$ cat src/rtl/core_pkg.sv
// Shared core definitions: memory-stage FSM states, active-low strobe levels
// and the instruction class encoding carried on Dmem1ALUOUT from ID/EX.
package core_pkg;

    typedef enum logic {
        IDLE   = 1'b0,
        ACCESS = 1'b1
    } mem_state_e;

    localparam logic STROBE_ON  = 1'b0;
    localparam logic STROBE_OFF = 1'b1;

    localparam logic ALU_OP = 1'b0;
    localparam logic MEM_OP = 1'b1;

endpackage

$ cat src/rtl/mem_wait_timer.sv
// Wait-cycle counter for an outstanding data-memory access; flags the edge on
// which the count reaches TIMEOUT so the FSM can abort on that same edge.
module mem_wait_timer #(
    parameter int unsigned TIMEOUT = 15
) (
    input  logic clk_i,
    input  logic rst_ni,
    input  logic clr_i,
    input  logic en_i,
    output logic expired_o
);

    localparam logic [3:0] LIMIT = 4'(TIMEOUT);

    logic [3:0] count_q;
    logic [3:0] count_d;

    always_comb begin
        count_d = count_q;
        if (clr_i) begin
            count_d = 4'd0;
        end else if (en_i) begin
            count_d = count_q + 4'd1;
        end
    end

    // Expired is asserted for the increment that lands the counter on LIMIT.
    assign expired_o = en_i && ((count_q + 4'd1) == LIMIT);

    always_ff @(posedge clk_i or negedge rst_ni) begin
        if (!rst_ni) begin
            count_q <= 4'd0;
        end else begin
            count_q <= count_d;
        end
    end

endmodule

$ cat src/rtl/mem_access_stage.sv
// EX/MEM pipeline register and data-memory access stage: issues the memory
// handshake, stalls upstream while an access is outstanding, registers writeback.
module mem_access_stage
    import core_pkg::*;
#(
    parameter int unsigned DATA_W  = 32,
    parameter int unsigned TIMEOUT = 15
) (
    input  logic              CLK,
    input  logic              RST_N,
    input  logic              ex_valid,
    input  logic [DATA_W-1:0] ALUResult,
    input  logic [DATA_W-1:0] StoreData,
    input  logic [4:0]        ex_rd,
    input  logic              ex_RegWrite,
    input  logic              Dmem1ALUOUT,
    input  logic              DmemREB,
    input  logic              DmemWEB,
    output logic              mem_stall,
    output logic [DATA_W-1:0] DmemAddr,
    output logic [DATA_W-1:0] DmemWData,
    output logic              DmemREB_o,
    output logic              DmemWEB_o,
    input  logic              DmemReady,
    input  logic [DATA_W-1:0] DmemRData,
    output logic              wb_valid,
    output logic              wb_we,
    output logic [4:0]        wb_rd,
    output logic [DATA_W-1:0] wb_data,
    output logic              mem_err
);

    mem_state_e        state_q, state_d;
    logic              reb_q, reb_d;
    logic              web_q, web_d;
    logic [DATA_W-1:0] addr_q, addr_d;
    logic [DATA_W-1:0] wdata_q, wdata_d;
    logic [4:0]        pend_rd_q, pend_rd_d;
    logic              pend_we_q, pend_we_d;
    logic              wb_valid_q, wb_valid_d;
    logic              wb_we_q, wb_we_d;
    logic [4:0]        wb_rd_q, wb_rd_d;
    logic [DATA_W-1:0] wb_data_q, wb_data_d;
    logic              err_q, err_d;

    logic tmr_clr;
    logic tmr_en;
    logic tmr_expired;
    logic rd_req;
    logic wr_req;
    logic rd_writable;

    mem_wait_timer #(
        .TIMEOUT (TIMEOUT)
    ) u_timer (
        .clk_i     (CLK),
        .rst_ni    (RST_N),
        .clr_i     (tmr_clr),
        .en_i      (tmr_en),
        .expired_o (tmr_expired)
    );

    assign rd_req      = (DmemREB == STROBE_ON);
    assign wr_req      = (DmemWEB == STROBE_ON);
    assign rd_writable = ex_RegWrite && (ex_rd != 5'd0);

    always_comb begin
        state_d    = state_q;
        reb_d      = reb_q;
        web_d      = web_q;
        addr_d     = addr_q;
        wdata_d    = wdata_q;
        pend_rd_d  = pend_rd_q;
        pend_we_d  = pend_we_q;
        wb_valid_d = 1'b0;
        wb_we_d    = 1'b0;
        wb_rd_d    = wb_rd_q;
        wb_data_d  = wb_data_q;
        err_d      = 1'b0;
        tmr_clr    = 1'b0;
        tmr_en     = 1'b0;

        unique case (state_q)
            IDLE: begin
                if (ex_valid) begin
                    if (rd_req && wr_req) begin
                        err_d = 1'b1;
                    end else if ((Dmem1ALUOUT == MEM_OP) && (rd_req || wr_req)) begin
                        // Address and store data are frozen here for the whole access.
                        state_d   = ACCESS;
                        reb_d     = DmemREB;
                        web_d     = DmemWEB;
                        addr_d    = ALUResult;
                        wdata_d   = StoreData;
                        pend_rd_d = ex_rd;
                        pend_we_d = rd_req && rd_writable;
                        tmr_clr   = 1'b1;
                    end else begin
                        wb_valid_d = 1'b1;
                        wb_we_d    = rd_writable;
                        wb_rd_d    = ex_rd;
                        wb_data_d  = ALUResult;
                    end
                end
            end
            ACCESS: begin
                tmr_en = !DmemReady;
                if (DmemReady) begin
                    state_d    = IDLE;
                    reb_d      = STROBE_OFF;
                    web_d      = STROBE_OFF;
                    wb_valid_d = 1'b1;
                    wb_we_d    = pend_we_q;
                    wb_rd_d    = pend_rd_q;
                    if (reb_q == STROBE_ON) begin
                        wb_data_d = DmemRData;
                    end
                end else if (tmr_expired) begin
                    state_d = IDLE;
                    reb_d   = STROBE_OFF;
                    web_d   = STROBE_OFF;
                    err_d   = 1'b1;
                end
            end
            default: state_d = IDLE;
        endcase
    end

    always_ff @(posedge CLK or negedge RST_N) begin
        if (!RST_N) begin
            state_q    <= IDLE;
            reb_q      <= STROBE_OFF;
            web_q      <= STROBE_OFF;
            addr_q     <= '0;
            wdata_q    <= '0;
            pend_rd_q  <= 5'd0;
            pend_we_q  <= 1'b0;
            wb_valid_q <= 1'b0;
            wb_we_q    <= 1'b0;
            wb_rd_q    <= 5'd0;
            wb_data_q  <= '0;
            err_q      <= 1'b0;
        end else begin
            state_q    <= state_d;
            reb_q      <= reb_d;
            web_q      <= web_d;
            addr_q     <= addr_d;
            wdata_q    <= wdata_d;
            pend_rd_q  <= pend_rd_d;
            pend_we_q  <= pend_we_d;
            wb_valid_q <= wb_valid_d;
            wb_we_q    <= wb_we_d;
            wb_rd_q    <= wb_rd_d;
            wb_data_q  <= wb_data_d;
            err_q      <= err_d;
        end
    end

    assign mem_stall = (state_q == ACCESS);
    assign DmemAddr  = addr_q;
    assign DmemWData = wdata_q;
    assign DmemREB_o = reb_q;
    assign DmemWEB_o = web_q;
    assign wb_valid  = wb_valid_q;
    assign wb_we     = wb_we_q;
    assign wb_rd     = wb_rd_q;
    assign wb_data   = wb_data_q;
    assign mem_err   = err_q;

endmodule

$ cat config.mk
export PLATFORM = sky130hd
export DESIGN_NAME = mem_access_stage
export DESIGN_NICKNAME = d
export VERILOG_FILES = /design/src/rtl/core_pkg.sv /design/src/rtl/mem_wait_timer.sv /design/src/rtl/mem_access_stage.sv
export SDC_FILE = /design/constraint.sdc
export NUM_CORES = 1
export LEC_CHECK = 0
export ABC_AREA = 1
export CAP_MARGIN = 20
export CORE_MARGIN = 3
export CORE_UTILIZATION = 42
export CTS_BUF_LIST = sky130_fd_sc_hd__clkbuf_4
export CTS_CLUSTER_DIAMETER = 150
export DETAILED_ROUTE_END_ITERATION = 10
export PLACE_DENSITY = 0.81
export SLEW_MARGIN = 15
export SYNTH_ARGS = -nofsm -noshare
export SYNTH_HDL_FRONTEND = slang
export SYNTH_SLANG_ARGS = --single-unit
$ cat constraint.sdc
create_clock -name CLK -period 3.35 [get_ports CLK]
set_clock_uncertainty 0.1 [all_clocks]
set_input_delay 0.335 -clock CLK [delete_from_list [all_inputs] [get_ports CLK]]
set_output_delay 0.335 -clock CLK [all_outputs]
set_load 0.05 [all_outputs]
==> impl_metrics.py <==
metrics = {
    "grt": {
        "met1_usage_pct": 25.3,
        "use_met2_pct": 32.4,
        "grt.overflow.total": 0,
        "grt_max_degree": 112,
        "grt_usage_pct": 20.7,
        "grt_pass1_vias": 4643,
        "grtUsageMet3_pct": 9.17,
        "grt_pass1_wl_mm": 21.9,
        "antenna_found_initial": 0,
        "grt-busiest-layer": "met2",
    },
    "critical_path": {
        "critPathMaxFanout": 59,
        "critical_path_class": "reg2out",
        "critPathCaptureType": "primary output",
        "required_ns": 2.91,
        "crit_arrival_ns": 2.37,
        "cp-start-kind": "flop",
    },
    "sta": {
        "setup-tns-final_ns": 0,
        "slew_headroom_pct": 36.5,
        "fin_crit_ns": 2.81,
        "final-max-slew-violation-count": 0,
        "worst_slack_ns": 0.544,
        "setup_viol": 0,
        "finalHoldViolCount": 0,
        "clock.fmax_mhz": 356,
        "rsz0062_at_grt": "false",
        "worstMarginPinSlew_ns": 0.949,
        "fin_crit_sh_pct": 83.8,
    },
    "floorplan": {
        "io_pins": 216,
        "die_area_mm2": 0.0135,
        "die_y_um": 116,
        "core_mm2": 0.0117,
        "die_w_um": 116,
        "initial_utilization_pct": 43.8,
        "std_cell_rows": 39,
    },
    "clocking": {
        "numCtsBuffers": 17,
        "cts_tree": "done",
        "max-clock-path-buffers": 2,
        "cts.sinks": 117,
        "postCtsSetupRepairBufs": 0,
        "hold_buffers": 1,
        "htree_levels": 4,
        "cts_resized": 0,
        "clock_latency_ns": 0.49,
        "cts-root-buf": "clkbuf_4",
        "clkSlewWorstSetupHoldPaths_ns": 0.11,
    },
    "drt": {
        "dr.pass1.iters": 4,
        "wl_per_cell_um": 14.2,
        "wirelength_mm": 13.7,
        "vias": 4591,
        "first_iter_violations": 241,
        "ant_nets": 0,
        "drc": 0,
        "via_per_inst": 4.76,
    },
    "synthesis": {
        "avgSynthCellArea_um2": 8.53,
        "synth-seq-cells": 117,
        "seq_area_frac_synth_pct": 57.4,
        "synthSimpleGateAreaFrac_pct": 18.4,
        "synth_xor_area_share_pct": 0,
        "synth_fp_nets": 709,
        "synthAdderAreaFrac_pct": 0.490,
        "yosysWarnings": 0,
        "syn_area_mm2": 0.00510,
        "synth_cell_types": 23,
        "synth-compound-area-share_pct": 14.0,
        "synth.area.mux_share_pct": 0,
        "syn_inst": 598,
        "synth_top_family_by_area": "simple AND/OR/NAND/NOR gates",
    },
    "cells_and_area": {
        "final_area_mm2": 0.00762,
        "layout-drive-gt1-share_pct": 8.15,
        "most-common-layout-cells": "nand2_1, clkdlybuf4s50_1, dfrtp_1, inv_1, o21ai_0",
        "area_delta_synth_final_pct": 49.3,
        "n_antenna_cell": 0,
        "utilization_pct": 65.3,
        "nNetsFinal": 920,
        "layout.cells.non_filler": 965,
        "final_common_cell": "nand2_1",
    },
    "pwr": {
        "switchingPower_mw": 2.46,
        "p_seq_share_pct": 35.2,
        "pwr-share-clk_pct": 18.4,
        "worst_ir_drop_vdd_mv": 0.461,
        "intPower_mw": 3.17,
        "p_comb_share_pct": 46.4,
        "switching_share_pct": 43.7,
        "cellLeakagePower_nw": 3.63,
        "power.density_mw_per_mm2": 740,
    },
    "place": {
        "portBuffers": 215,
        "dpl.cell_count": 931,
        "detailedPlace.worstSlack_ns": 0.864,
        "dp_hpwl_mm": 9.93,
        "gp_congestion": 0.807,
        "dpl_cell_area_mm2": 0.00730,
    },
    "worst_hold_path": {
        "hold_class": "in2reg",
    },
    "outcome": {
        "outcome": "finished clean",
    },
    "job": {
        "drv_cap": 0,
    },
}
-- path summary, 6_finish.rpt --
check                             start      endpoint  slack [ns]  cells past startpoint
max                           mem_stall     mem_stall        0.54                      2
min                        StoreData[4]  DmemWData[4]        0.26                      3
max reg2reg                   mem_stall   wb_data[31]        1.06                      7
min reg2reg                   DmemWEB_o     DmemWEB_o        0.37                      2
max in group asynchronous         RST_N     DmemWEB_o        2.02                      3
min in group asynchronous         RST_N   DmemAddr[5]        0.32                      2
-- sequential cells by signal, summed over array words and instances, names as in the netlist --
name,count
wb_we,1
DmemAddr,32
DmemWData,32
DmemWEB_o,1
wb_data,32
mem_err,1
mem_stall,1
DmemREB_o,1
wb_valid,1
pend_rd_q,5
u_timer.count_q,4
wb_rd,5
pend_we_q,1
-- layout make-up --
class	count	area, um2
Fill cell	935	4040
Sequential cell	117	2930
Timing Repair Buffer	222	2230
Multi-Input combinational cell	370	1690
Inverter	81	304
Tap cell	143	179
Clock buffer	20	150
Clock inverter	12	136
-- synthesized netlist by cell type --
master | number | area share [%]
a21boi_2 | 1 | 0.22
a21oi_1 | 5 | 0.49
a21oi_2 | 1 | 0.17
buf_2 | 14 | 1.4
buf_4 | 3 | 0.44
buf_6 | 6 | 1.3
clkbuf_1 | 7 | 0.52
dfrtp_1 | 115 | 56
dfstp_2 | 2 | 1.0
ha_1 | 2 | 0.49
inv_1 | 80 | 5.9
inv_2 | 1 | 0.073
nand2_1 | 228 | 17
nand2_2 | 1 | 0.12
nand3_1 | 8 | 0.78
nand4_1 | 1 | 0.12
nor2_1 | 7 | 0.52
nor2_2 | 1 | 0.12
o21ai_0 | 50 | 4.9
o21ai_1 | 39 | 3.8
o21ai_2 | 21 | 3.6
o21ai_4 | 1 | 0.32
o22ai_1 | 4 | 0.49
-- through the flow --
stage          hold WS [ns]  total power, mW
2_1_floorplan       -0.0606             3.65
5_1_grt               0.202             5.95
3_5_place_dp          0.336             4.63
6_report              0.257             5.64
4_1_cts               0.186             5.70
3_3_place_gp          0.325             4.59
-- power groups by stage --
| stage | clock network [mW] | logic [mW] | registers, mW |
|---|---|---|---|
| finish | 1.04 | 2.62 | 1.98 |
| global route | 1.14 | 2.78 | 2.03 |
| CTS | 1.08 | 2.64 | 1.98 |
| detailed placement | 0 | 2.63 | 2.00 |
| global placement | 0 | 2.60 | 1.99 |
| floorplan | 0 | 0.509 | 3.14 |
-- per-layer routing --
metal  vias up  wire length [um]
met5         -                 0
met4         0               214
met3        16              1420
met2       194              6320
met1      2108              5770
li1       2273                 -
-- worst max-delay path, cell delays in order, from the launching register on --
cell and delay (ns):
dfrtp_2 0.48, buf_4 0.48, clkdlybuf4s50_1 0.91
-- kinds of logic (layout without fill, tap and decap cells) --
| kind of cell | Yosys count | in the layout |
|---|---|---|
| flops | 117 | 117 |
| compound gates | 122 | 122 |
| fa+ha+maj | 2 | 2 |
| buf+inv | 111 | 335 |
| simple gates | 246 | 246 |
Power figures use the tool's default switching activity.
